**config.mk**
```make
export PLATFORM = sky130hd
export DESIGN_NAME = fnd_scan_controller
export DESIGN_NICKNAME = d
export VERILOG_FILES = /design/src/rtl/fnd_scan_controller.sv
export SDC_FILE = /design/constraint.sdc
export NUM_CORES = 1
export LEC_CHECK = 0
export BUFFER_PORTS_ARGS = -buffer_cell sky130_fd_sc_hd__buf_2
export CELL_PAD_IN_SITES_DETAIL_PLACEMENT = 1
export CELL_PAD_IN_SITES_GLOBAL_PLACEMENT = 2
export CORE_AREA = 2 2 96 98
export CTS_CLUSTER_DIAMETER = 60
export DETAILED_ROUTE_END_ITERATION = 10
export DIE_AREA = 0 0 98 100
export PLACE_DENSITY_LB_ADDON = 0.1
export SLEW_MARGIN = 20
export SYNTH_ARGS = -nofsm -noshare
export SYNTH_HDL_FRONTEND = slang
export SYNTH_SLANG_ARGS = --single-unit
```
**constraint.sdc**
```tcl
create_clock -name clk -period 3.74 [get_ports clk]
set_clock_uncertainty 0.15 [all_clocks]
set_input_delay 0.187 -clock clk [delete_from_list [all_inputs] [get_ports clk]]
set_output_delay 0.187 -clock clk [all_outputs]
set_load 0.01 [all_outputs]
```
**src/rtl/fnd_scan_controller.sv**
```systemverilog
// N-digit multiplexed common-anode 7-segment scan controller with frame snapshot,
// leading-zero blanking, per-digit blink and 8-level brightness PWM.
module fnd_scan_controller #(
  parameter int NUM_DIGITS   = 4,
  parameter int CLK_FREQ     = 100_000_000,
  parameter int SCAN_HZ      = 1000,
  parameter int BLINK_FRAMES = 125
) (
  input  logic                      clk,
  input  logic                      reset,
  input  logic                      enable,
  input  logic [4*NUM_DIGITS-1:0]   digits,
  input  logic [NUM_DIGITS-1:0]     dp_mask,
  input  logic [NUM_DIGITS-1:0]     blink_mask,
  input  logic                      blank_lead,
  input  logic [2:0]                brightness,
  output logic [NUM_DIGITS-1:0]     fnd_com,
  output logic [7:0]                fnd_data,
  output logic                      frame_start
);

  localparam int DIV   = CLK_FREQ / SCAN_HZ;
  localparam int PH    = DIV / 8;
  localparam int PH_W  = (PH > 1) ? $clog2(PH) : 1;
  localparam int IDX_W = $clog2(NUM_DIGITS);
  localparam int BC_W  = (BLINK_FRAMES > 1) ? $clog2(BLINK_FRAMES) : 1;

  localparam logic [PH_W-1:0]  PH_LAST  = PH_W'(PH - 1);
  localparam logic [IDX_W-1:0] IDX_LAST = IDX_W'(NUM_DIGITS - 1);
  localparam logic [BC_W-1:0]  BC_LAST  = BC_W'(BLINK_FRAMES - 1);

  logic [PH_W-1:0]         ph_cnt;
  logic [2:0]              phase;
  logic [IDX_W-1:0]        idx;
  logic [BC_W-1:0]         blink_cnt;
  logic                    blink_off;

  logic [4*NUM_DIGITS-1:0] snap_digits;
  logic [NUM_DIGITS-1:0]   snap_dp;
  logic [NUM_DIGITS-1:0]   snap_blink;
  logic                    snap_blank;

  logic                    ph_wrap;
  logic                    phase_wrap;
  logic                    frame_wrap;
  logic [NUM_DIGITS-1:0]   nz;
  logic [3:0]              cur_nib;
  logic                    lead_blank;
  logic [NUM_DIGITS-1:0]   com_next;
  logic [7:0]              data_next;
  logic                    fs_next;

  function automatic logic [7:0] seg_decode(input logic [3:0] nib);
    logic [7:0] s;
    case (nib)
      4'h0: s = 8'hC0;
      4'h1: s = 8'hF9;
      4'h2: s = 8'hA4;
      4'h3: s = 8'hB0;
      4'h4: s = 8'h99;
      4'h5: s = 8'h92;
      4'h6: s = 8'h82;
      4'h7: s = 8'hF8;
      4'h8: s = 8'h80;
      4'h9: s = 8'h90;
      4'hA: s = 8'h88;
      4'hB: s = 8'h83;
      4'hC: s = 8'hC6;
      4'hD: s = 8'hA1;
      4'hE: s = 8'h86;
      default: s = 8'h8E;
    endcase
    return s;
  endfunction

  assign ph_wrap    = (ph_cnt == PH_LAST);
  assign phase_wrap = ph_wrap && (phase == 3'd7);
  assign frame_wrap = phase_wrap && (idx == IDX_LAST);

  always_ff @(posedge clk or posedge reset) begin
    if (reset) begin
      ph_cnt    <= '0;
      phase     <= '0;
      idx       <= '0;
      blink_cnt <= '0;
      blink_off <= 1'b0;
    end else if (!enable) begin
      ph_cnt    <= '0;
      phase     <= '0;
      idx       <= '0;
      blink_cnt <= '0;
      blink_off <= 1'b0;
    end else begin
      ph_cnt <= ph_wrap ? '0 : ph_cnt + 1'b1;
      if (ph_wrap)
        phase <= phase + 3'd1;
      if (phase_wrap)
        idx <= (idx == IDX_LAST) ? '0 : idx + 1'b1;
      if (frame_wrap) begin
        if (blink_cnt == BC_LAST) begin
          blink_cnt <= '0;
          blink_off <= ~blink_off;
        end else begin
          blink_cnt <= blink_cnt + 1'b1;
        end
      end
    end
  end

  // Snapshot tracks inputs while idle so the first frame after enable is current.
  always_ff @(posedge clk or posedge reset) begin
    if (reset) begin
      snap_digits <= '0;
      snap_dp     <= '0;
      snap_blink  <= '0;
      snap_blank  <= 1'b0;
    end else if (!enable || frame_wrap) begin
      snap_digits <= digits;
      snap_dp     <= dp_mask;
      snap_blink  <= blink_mask;
      snap_blank  <= blank_lead;
    end
  end

  for (genvar g = 0; g < NUM_DIGITS; g++) begin : g_nz
    assign nz[g] = |snap_digits[4*g +: 4];
  end

  assign cur_nib    = snap_digits[{idx, 2'b00} +: 4];
  assign lead_blank = snap_blank && (idx != '0) && ((nz >> idx) == '0);

  always_comb begin
    com_next  = '1;
    data_next = 8'hFF;
    fs_next   = 1'b0;
    if (enable) begin
      fs_next = (idx == '0) && (phase == '0) && (ph_cnt == '0);
      if (phase <= brightness) begin
        com_next[idx] = 1'b0;
        if (!(blink_off && snap_blink[idx])) begin
          data_next    = lead_blank ? 8'hFF : seg_decode(cur_nib);
          data_next[7] = ~snap_dp[idx];
        end
      end
    end
  end

  always_ff @(posedge clk or posedge reset) begin
    if (reset) begin
      fnd_com     <= '1;
      fnd_data    <= 8'hFF;
      frame_start <= 1'b0;
    end else begin
      fnd_com     <= com_next;
      fnd_data    <= data_next;
      frame_start <= fs_next;
    end
  end

endmodule

```
## After elaboration in Yosys (flattened, before gate mapping)

Memory sizes are Yosys's and may differ from the RTL's.
Cells that the tools add are included.

| storage, ports and cells | value |
|---|---|
| bits in registers | 65 |
| latch bits | 0 |
| memory bits (writable) | 0 |
| ROM bits | 112 |
| input port bits | 31 |
| output and inout port bits | 13 |
| logic and storage cells | 79 |
| memories kept | 1 |

| operators by class | value |
|---|---|
| $add $sub $neg | 4 |
| $mul | 0 |
| divide/modulo/power cells | 0 |
| magnitude comparators | 3 |
| equal/unequal tests | 8 |
| shift-type cells | 2 |
| multiplexer cells | 26 |
| bitwise operators | 3 |
| reductions and logical operators | 20 |

Memories:

| memory | depth | width | read ports | clocked after Yosys merged registers in | wr ports | RTL line | RTL |
|---|---|---|---|---|---|---|---|
| (name not given) | 16 | 7 | 1 | 0 | 0 | 55 | `case (nib)` |

Operators with widths:

| kind | count |
|---|---|
| 14-bit 2-to-1 mux | 2 |
| 7-bit 2-to-1 mux | 4 |
| 8-bit 2-to-1 mux | 3 |
| 4-bit OR reduction | 4 |
| 16-bit by 5-bit variable part select with 4-bit output | 1 |
| 14-bit by 1-bit adder with 14-bit output (second input constant) | 1 |
| 14-bit == test (second input constant) | 1 |
| 14-bit zero test | 1 |
| 1-bit logical AND | 8 |
| 4-bit 2-to-1 mux | 2 |
| 2-bit by 1-bit inequality test with 1-bit output (second input constant) | 4 |
| 7-bit by 1-bit adder with 7-bit output (second input constant) | 1 |
| 7-bit == test (second input constant) | 1 |
| 1-bit 2-to-1 mux | 7 |
| 2-bit 2-to-1 mux | 3 |
| 3-bit 2-to-1 mux | 2 |
| 1-bit binary-select mux with 2-bit select | 2 |
| 4-bit zero test | 1 |
| 4-bit NOT | 1 |
| 4-bit by 2-bit right shift with 4-bit output | 1 |
| 3-bit by 1-bit adder with 3-bit output (second input constant) | 1 |
| 3-bit == test (second input constant) | 1 |
| 3-bit <= comparator | 1 |
| 3-bit zero test | 1 |
| 11 further kinds | 12 |

## Longest topological paths before layout

Gate-level depths: netlist of the first run.

| depth | value |
|---|---|
| word-level depth | 8 |
| mapped depth | 8 |
| gate-level depth less buffers | 7 |

## Worst setup path before layout of the first run

No wires, ideal clock.

| timing | value |
|---|---|
| kind | flip-flop to flip-flop |
| from | register idx[1] |
| to | register fnd_data[1] |
| library setup time | 0.081 ns |
| arrival | 2.196 ns |
| data required time | 3.509 ns |
| slack | 1.313 ns |
| cell stages (with the launch flop) | 8 |
| buffers on the path | 1 |
| clock period less this slack | 2.427 ns |
| cell sequence | dfrtp_1 > clkbuf_1 > inv_1 > ha_1 > or4b_1 > or4_1 > o211a_1 > o211ai_1 |

| between the ends | value |
|---|---|
| word-level cells in the longest chain between the ends | 7 |
| elaborated cells on any way between the ends | 14 |
| classes of those cells | 2 x shift; 6 x mux; 5 x reduce/logical; 1 x memory |

Ends and longest elaborated chain:

| what | RTL line | RTL |
|---|---|---|
| start, declared | 34 | `logic [IDX_W-1:0] idx;` |
| start signal, assigned | 98 | `idx <= (idx == IDX_LAST) ? '0 : idx + 1'b1;` |
| parallel branches: the longest is 4 deep, another holds memory read 16 x 7 bit | - |  |
| 8-bit 2-to-1 mux (*) | 140 | `if (!(blink_off && snap_blink[idx])) begin` |
| 8-bit 2-to-1 mux (*) | 138 | `if (phase <= brightness) begin` |
| 8-bit 2-to-1 mux (*) | 136 | `if (enable) begin` |
| named net data_next[1] | 50 | `logic [7:0] data_next;` |
| end signal, assigned | 155 | `fnd_data <= data_next;` |
| end, declared | 18 | `output logic [7:0] fnd_data,` |

Mark *: on every way through the listed nets, which the timed path passes. The select of a mux whose other input is x is not followed.
A chain may end at the register's enable or synchronous reset.

## Final worst setup path of the first run

| timing | value |
|---|---|
| from | register idx[0] |
| to | register fnd_data[1] |

The elaborated chain is that of the path after synthesis.

==> metrics.md, run 1 <==
| Metric | Value |
|---|---|
| Total power | between 1.5 and 2 mW |
| Most common cell after layout, fill and taps aside | nand2_1 |
| Worst min-delay path startpoint | enable |
| Reg-to-reg slack, setup | 1080 ps |
| Worst r2r src | idx[0] |
| Synth Register Bits | 65 |
| Core area | ~0.0089 mm2 |
| Syn_area_per_cell | between 9 and 10 um2 |
| Worst Hold Class | primary input to register |
| Critical Path RT | approximately 3900 ps |
| Async SR Flop Fraction | 1.00 |
| Worst path arrival time | 2770 ps |
| Post-CTS Hold Fix Bufs | 26 |
| Most frequent cells in the layout | 99 x nand2_1, 53 x dfrtp_1, 43 x buf_2 |
| CP Max Fanout | 10 |
| Worst R2R End | fnd_data[1] |
| Status | complete, no violations |
| Placer Congestion | 0.791 |
| Fin crit period | ~2700 ps |
| Worst Path Class, Setup | register to register |
| Setup crit end kind | register |
| Final worst slack | 1080 ps |
| Post-synth EDFFs | 0 |
| Final hold viol count | 0 |
| Die X | around 98 um |
| ANT nets after route | 0 |
| Syn Nets | roughly 400 |
| Ys flop type | dfrtp_1 |
| PostCTS Resize Cnt | 0 |
| Top cell type's share of synthesized area | 0.401 |
| Mapped cell area | roughly 0.0033 mm2 |
| Maxcap violations | 0 |
| Worst Setup Start Kind | register |
| Final HPWL DP | about 5500 um |
| Static leakage | a little under 2 nW |
| Slew Limit Fails | 0 |
| Fin crit share | 0.711 |
| # clock sinks | 65 |
| Vias | roughly 2600 |
| Largest net degree at the start of global routing | 43 |
| Fin area | 0.00413 mm2 |
| DR pass1 iterations | 4 |
| CTS Buf Count | 9 |
| Max-Slew Margin vs Limit | 0.563 |
| Proportion of layout cells with a drive suffix above 1 | 0.200 |
| Number of global-route vias before repair | between 2000 and 3000 |
| RSZ-0062 raised after global routing | no |
| DRC | 0 |
| Initial core utilization | 0.372 |
| Port Buffers | 43 |
| Final #Nets | ~470 |
| GR Overflow Total | 0 |
| All-Layer GR Usage | 0.174 |
| Hold endpoint | blink_off |
| Top achievable clock speed | ~380 MHz |
| Row count | 35 |
| Clk_lat worst skew | 340 ps |
| Initial DRC count | 51 |
| Final wirelength | between 7000 and 8000 um |
| VDD IR max | between 150 and 200 uV |
| Synth area leaders | dfrtp_1 40%, nand2_1 11%, dfstp_2 9.5% |
| Vias per cell | 4.88 |
| Postcts setup bufs | 0 |
| Synth Warn # | 0 |
| Clk pin slew, worst setup/hold paths | about 70 ps |
| Clock buffer depth | 2 |
| R2R depth | 6 |
| Setup Total Neg Slack | 0 ps |
| ANT cells | 0 |
| Full die area | about 0.0098 mm2 |
| Netlist cell types | 39 |
| Sequential-to-total area share from yosys stat | 0.496 |
| Ports | 44 |
| Cell count after synthesis | approximately 350 |
| CTS tree | built |
| Worst Max-Slew Pin Slew | 648 ps |
| Max H-tree Level | 3 |
| DP Worst Slack | roughly 1000 ps |
| Clk root buf | clkbuf_8 |
| Hold Path Depth | 2 |
| Global-route wire length before repair | ~14000 um |
| WL/cell | between 10 and 15 um |
| Area leader, netlist | dfrtp_1 |
| Die Ht | ~100 um |
| Endpoints failing setup | 0 |
| Placed inst area | 0.00364 mm2 |
| Initial antenna violation count | 0 |
| Pwr dens | about 400 mW/mm2 |
| Synthesis-to-finish area growth | 24.6% |
| Post-layout util | 0.464 |
-- registers in the layout, summed over array words and instances, names as in the netlist --
signal,count
snap_digits,16
ph_cnt,14
fnd_data,8
blink_cnt,7
fnd_com,4
snap_blink,4
snap_dp,4
phase,3
idx,2
blink_off,1
frame_start,1
snap_blank,1
-- cell families (layout without fill, tap and decap cells) --
logic type,count (synthesis),after routing,synth area share
AO/OA/AOI/OAI,33,33,0.0635
AND/OR/NAND/NOR,176,176,0.243
flip-flops,65,65,0.496
buffers and inverters,27,103,0.0325
adder cells (fa/ha/maj),20,20,0.0756
XOR/XNOR,15,15,0.0397
multiplexers,9,9,0.0499
-- worst max-delay path by stage --
stage,start,slack [ps],to,cells after the start
after detailed placement,idx[0],1050,fnd_data[1],6
after CTS,idx[0],1030,fnd_data[0],6
after global routing,idx[0],850,fnd_data[1],6
final,idx[0],1080,fnd_data[1],6
after floorplan,idx[1],1310,fnd_data[1],7
after global placement,idx[0],1130,fnd_data[1],6
-- cell type report --
type                    count  area [um2]
flip-flops and latches     65        1640
well taps                 111         139
repair buffers             72         498
clock buffers              14         163
clock inverters             2        60.1
multi-input cells         253        1570
fillers                  1062        4760
inverters                  15        56.3
-- Yosys cell counts, drive strengths merged, types with 3 or more instances --
cell type / count
nand2: 99
dfrtp: 53
nor2: 24
ha: 20
inv: 15
nand3: 15
o21ai: 14
dfstp: 12
xor2: 8
clkbuf: 7
xnor2: 7
a21oi: 6
mux4: 6
nand4: 6
buf: 5
nor2b: 5
and3: 4
nand2b: 4
nor4: 4
o31ai: 4
and2: 3
mux2i: 3
nor3: 3
-- routing by layer --
layer | up-vias | share of wire | track usage | routed length, um
met2 | 43 | 0.47 | 0.274 | 3620
met5 | - | 0 | 0 | 0
li1 | 1299 | - | - | -
met4 | 0 | 0.0068 | 0.0449 | 53
met3 | 4 | 0.032 | 0.0481 | 251
met1 | 1249 | 0.49 | 0.240 | 3820
-- worst max-delay path: stages, from the launching register on --
cell,delay (ps)
dfrtp_1,640
inv_1,180
ha_1,270
or4b_1,510
or4_1,400
o211a_1,320
o211ai_1,120
-- metrics by stage --
stage / hold WS, ps / std cells
after floorplan: 149 / 345
final: 45.3 / 532
after global placement: 94.5 / 490
after CTS: 22.2 / 532
after global routing: 46.8 / 532
after detailed placement: 102 / 490
-- power breakdown --
group          leakage [nW]  switching, mW  internal [mW]
clock                 0.111          0.266          0.413
sequential            0.818         0.0273          0.748
combinational          1.03         0.0984         0.0816
total                  1.96          0.392           1.24
Power figures use the tool's default switching activity.
==> inputs of run 2 (changes only) <==
--- a/config.mk
+++ b/config.mk
@@ -8,10 +8,10 @@
 export BUFFER_PORTS_ARGS = -buffer_cell sky130_fd_sc_hd__buf_2
 export CELL_PAD_IN_SITES_DETAIL_PLACEMENT = 1
 export CELL_PAD_IN_SITES_GLOBAL_PLACEMENT = 2
-export CORE_AREA = 2 2 96 98
+export CORE_AREA = 2 2 105 107
 export CTS_CLUSTER_DIAMETER = 60
 export DETAILED_ROUTE_END_ITERATION = 10
-export DIE_AREA = 0 0 98 100
+export DIE_AREA = 0 0 107 109
 export PLACE_DENSITY_LB_ADDON = 0.1
 export SLEW_MARGIN = 20
 export SYNTH_ARGS = -nofsm -noshare
==> constraint.sdc (replaced) <==
create_clock -name clk -period 2.4 [get_ports clk]
set_clock_uncertainty 0.15 [all_clocks]
set_input_delay 0.12 -clock clk [delete_from_list [all_inputs] [get_ports clk]]
set_output_delay 0.12 -clock clk [all_outputs]
set_load 0.01 [all_outputs]
==> run 2 against run 1 <==
Net effect: routed wire length is 4.9% higher; flip-flop and latch count stayed put; critical path depth stayed put; largest cell class unchanged; largest power group unchanged; non-clock buffer count is 8 higher; setup slack worse by 910 ps.
==> metrics.md, run 2 (synthesis results as in run 1) <==
| Metric | Value |
|---|---|
| Status | complete, no violations |
| Endpoints failing setup | 0 |
| DRC | 0 |
| Pwr dens | 585 mW/mm2 |
| Final #Nets | around 480 |
| Fin crit period | about 2200 ps |
| Initial antenna violation count | 0 |
| CTS tree | built |
| Global-route wire length before repair | between 10000 and 15000 um |
| # clock sinks | 65 |
| Vias | 2645 |
| Worst path arrival time | 2350 ps |
| CP Max Fanout | 7 |
| Clock buffer depth | 2 |
| Reg-to-reg slack, setup | ~170 ps |
| Setup Total Neg Slack | 0 ps |
| ANT cells | 0 |
| Maxcap violations | 0 |
| Max-Slew Margin vs Limit | 0.539 |
| Fin crit share | 0.930 |
| All-Layer GR Usage | 0.157 |
| Post-layout util | 0.398 |
| Critical Path RT | about 2500 ps |
| Worst Path Class, Setup | register to register |
| Final wirelength | approximately 8100 um |
| Worst Hold Class | primary input to async pin |
| Worst-path cell chain | inv_1 -> ha_1 -> or4b_1 -> or4_1 -> o211a_1 -> o221ai_1 |
| Worst R2R End | fnd_data[4] |
| Ports | 44 |
| Static leakage | 1.98 nW |
| RSZ-0062 raised after global routing | no |
| Worst path slowest cell | or4b_1 |
| Final HPWL DP | roughly 5700 um |
| Placer Congestion | between 0.7 and 0.8 |
| Worst r2r src | idx[0] |
| Slew Limit Fails | 0 |
| Clk_lat worst skew | around 360 ps |
| Clk pin slew, worst setup/hold paths | 80 ps |
| WL/cell | approximately 14 um |
| Synthesis-to-finish area growth | 27.6% |
| Initial DRC count | 55 |
| Die X | roughly 110 um |
| VDD IR max | approximately 190 uV |
| Top achievable clock speed | roughly 450 MHz |
| Core area | between 0.01 and 0.015 mm2 |
| Worst Setup Start Kind | register |
| Largest net degree at the start of global routing | between 60 and 70 |
| Max H-tree Level | 3 |
| Setup crit end kind | register |
| Final hold viol count | 0 |
| Full die area | ~0.012 mm2 |
| Proportion of layout cells with a drive suffix above 1 | 0.221 |
| Clk root buf | clkbuf_8 |
| GR Overflow Total | 0 |
| Biggest register | snap_digits |
| Die Ht | roughly 110 um |
| Number of global-route vias before repair | 2800 |
| Worst Max-Slew Pin Slew | a little under 700 ps |
| Most frequent cells in the layout | 99 x nand2_1, 53 x dfrtp_1, 43 x buf_2 |
| Critical Path Max Stage Delay | approximately 520 ps |
| Fillers | between 1000 and 1500 |
| CTS Buf Count | 9 |
| DR pass1 iterations | 4 |
| ANT nets after route | 0 |
| Regs by FF count | snap_digits x16, ph_cnt x14, fnd_data x8 |
| Vias per cell | between 4 and 5 |
| Most common cell after layout, fill and taps aside | nand2_1 |
| Initial core utilization | 0.312 |
| R2R depth | 6 |
| Row count | 38 |
| Placed Cells incl. Taps | roughly 530 |
| Max reg flops | 16 |
| Port Buffers | between 40 and 50 |
| Total power | roughly 2.5 mW |
| Final non-filler cell total | 569 |
==> run 2: cell types whose count changed in the layout (fill, tap and decap cells not counted), sizes merged <==
cell	change
buf	+7
dlygate4sd3	+1
clkbuf	-4
clkinvlp	+5
bufinv	-1
==> run 2: area by class of cell <==
class,count,area [um2],area share
sequential,65,1640,0.389
inverter,15,56.3,0.0133
multi-input combinational,253,1570,0.372
clock buffer,10,138,0.0326
timing repair buffer,80,573,0.136
tap,140,175,0.0415
clock inverter,6,67.6,0.0160
==> run 2: how the worst max path moves through the flow <==
stage | startpoint | endpoint | slack (ps) | cells after the start
after detailed placement | idx[0] | fnd_data[0] | 200 | 6
after global placement | idx[0] | fnd_data[1] | 230 | 6
after floorplan | idx[0] | fnd_data[1] | 20 | 7
after global routing | idx[0] | fnd_data[4] | 20 | 6
after CTS | idx[0] | fnd_data[4] | 150 | 6
final | idx[0] | fnd_data[4] | 170 | 6
==> run 2: per-layer routing <==
metal / routed length, um / part of all wire / vias up / track usage
li1: - / - / 1314 / -
met4: 150 / 0.018 / 0 / 0.0640
met3: 239 / 0.029 / 10 / 0.0371
met5: 0 / 0 / - / 0
met2: 3680 / 0.45 / 38 / 0.243
met1: 4060 / 0.50 / 1283 / 0.213
==> run 2: repair_timing <==
action                    4_1_cts  5_1_grt
hold endpoints to repair       94        0
buffers inserted                0        0
gates resized for setup         0        0
hold buffers                   27        0
==> run 2: power by group <==
group          internal (mW)  switching, mW  total, mW
registers               1.16         0.0412       1.21
clock network          0.507          0.467      0.974
logic                  0.133          0.156      0.289
==> run 2: critical path, delay by kind of cell (launching register included) <==
family                     cells  cell delay [ps]
adders and majority gates      1              210
DFF                            1              350
buffers and inverters          1               80
AOI/OAI and AO/OA              2              430
and+or+nand+nor                2              920
==> run 2: stage by stage <==
stage	setup WS (ps)	instance area, um2	hold WS (ps)
2_1_floorplan	24.0	3310	82.4
3_3_place_gp	225	3750	78.3
3_5_place_dp	198	3750	87.4
4_1_cts	150	4220	246
5_1_grt	18.6	4220	258
6_report	167	4220	238
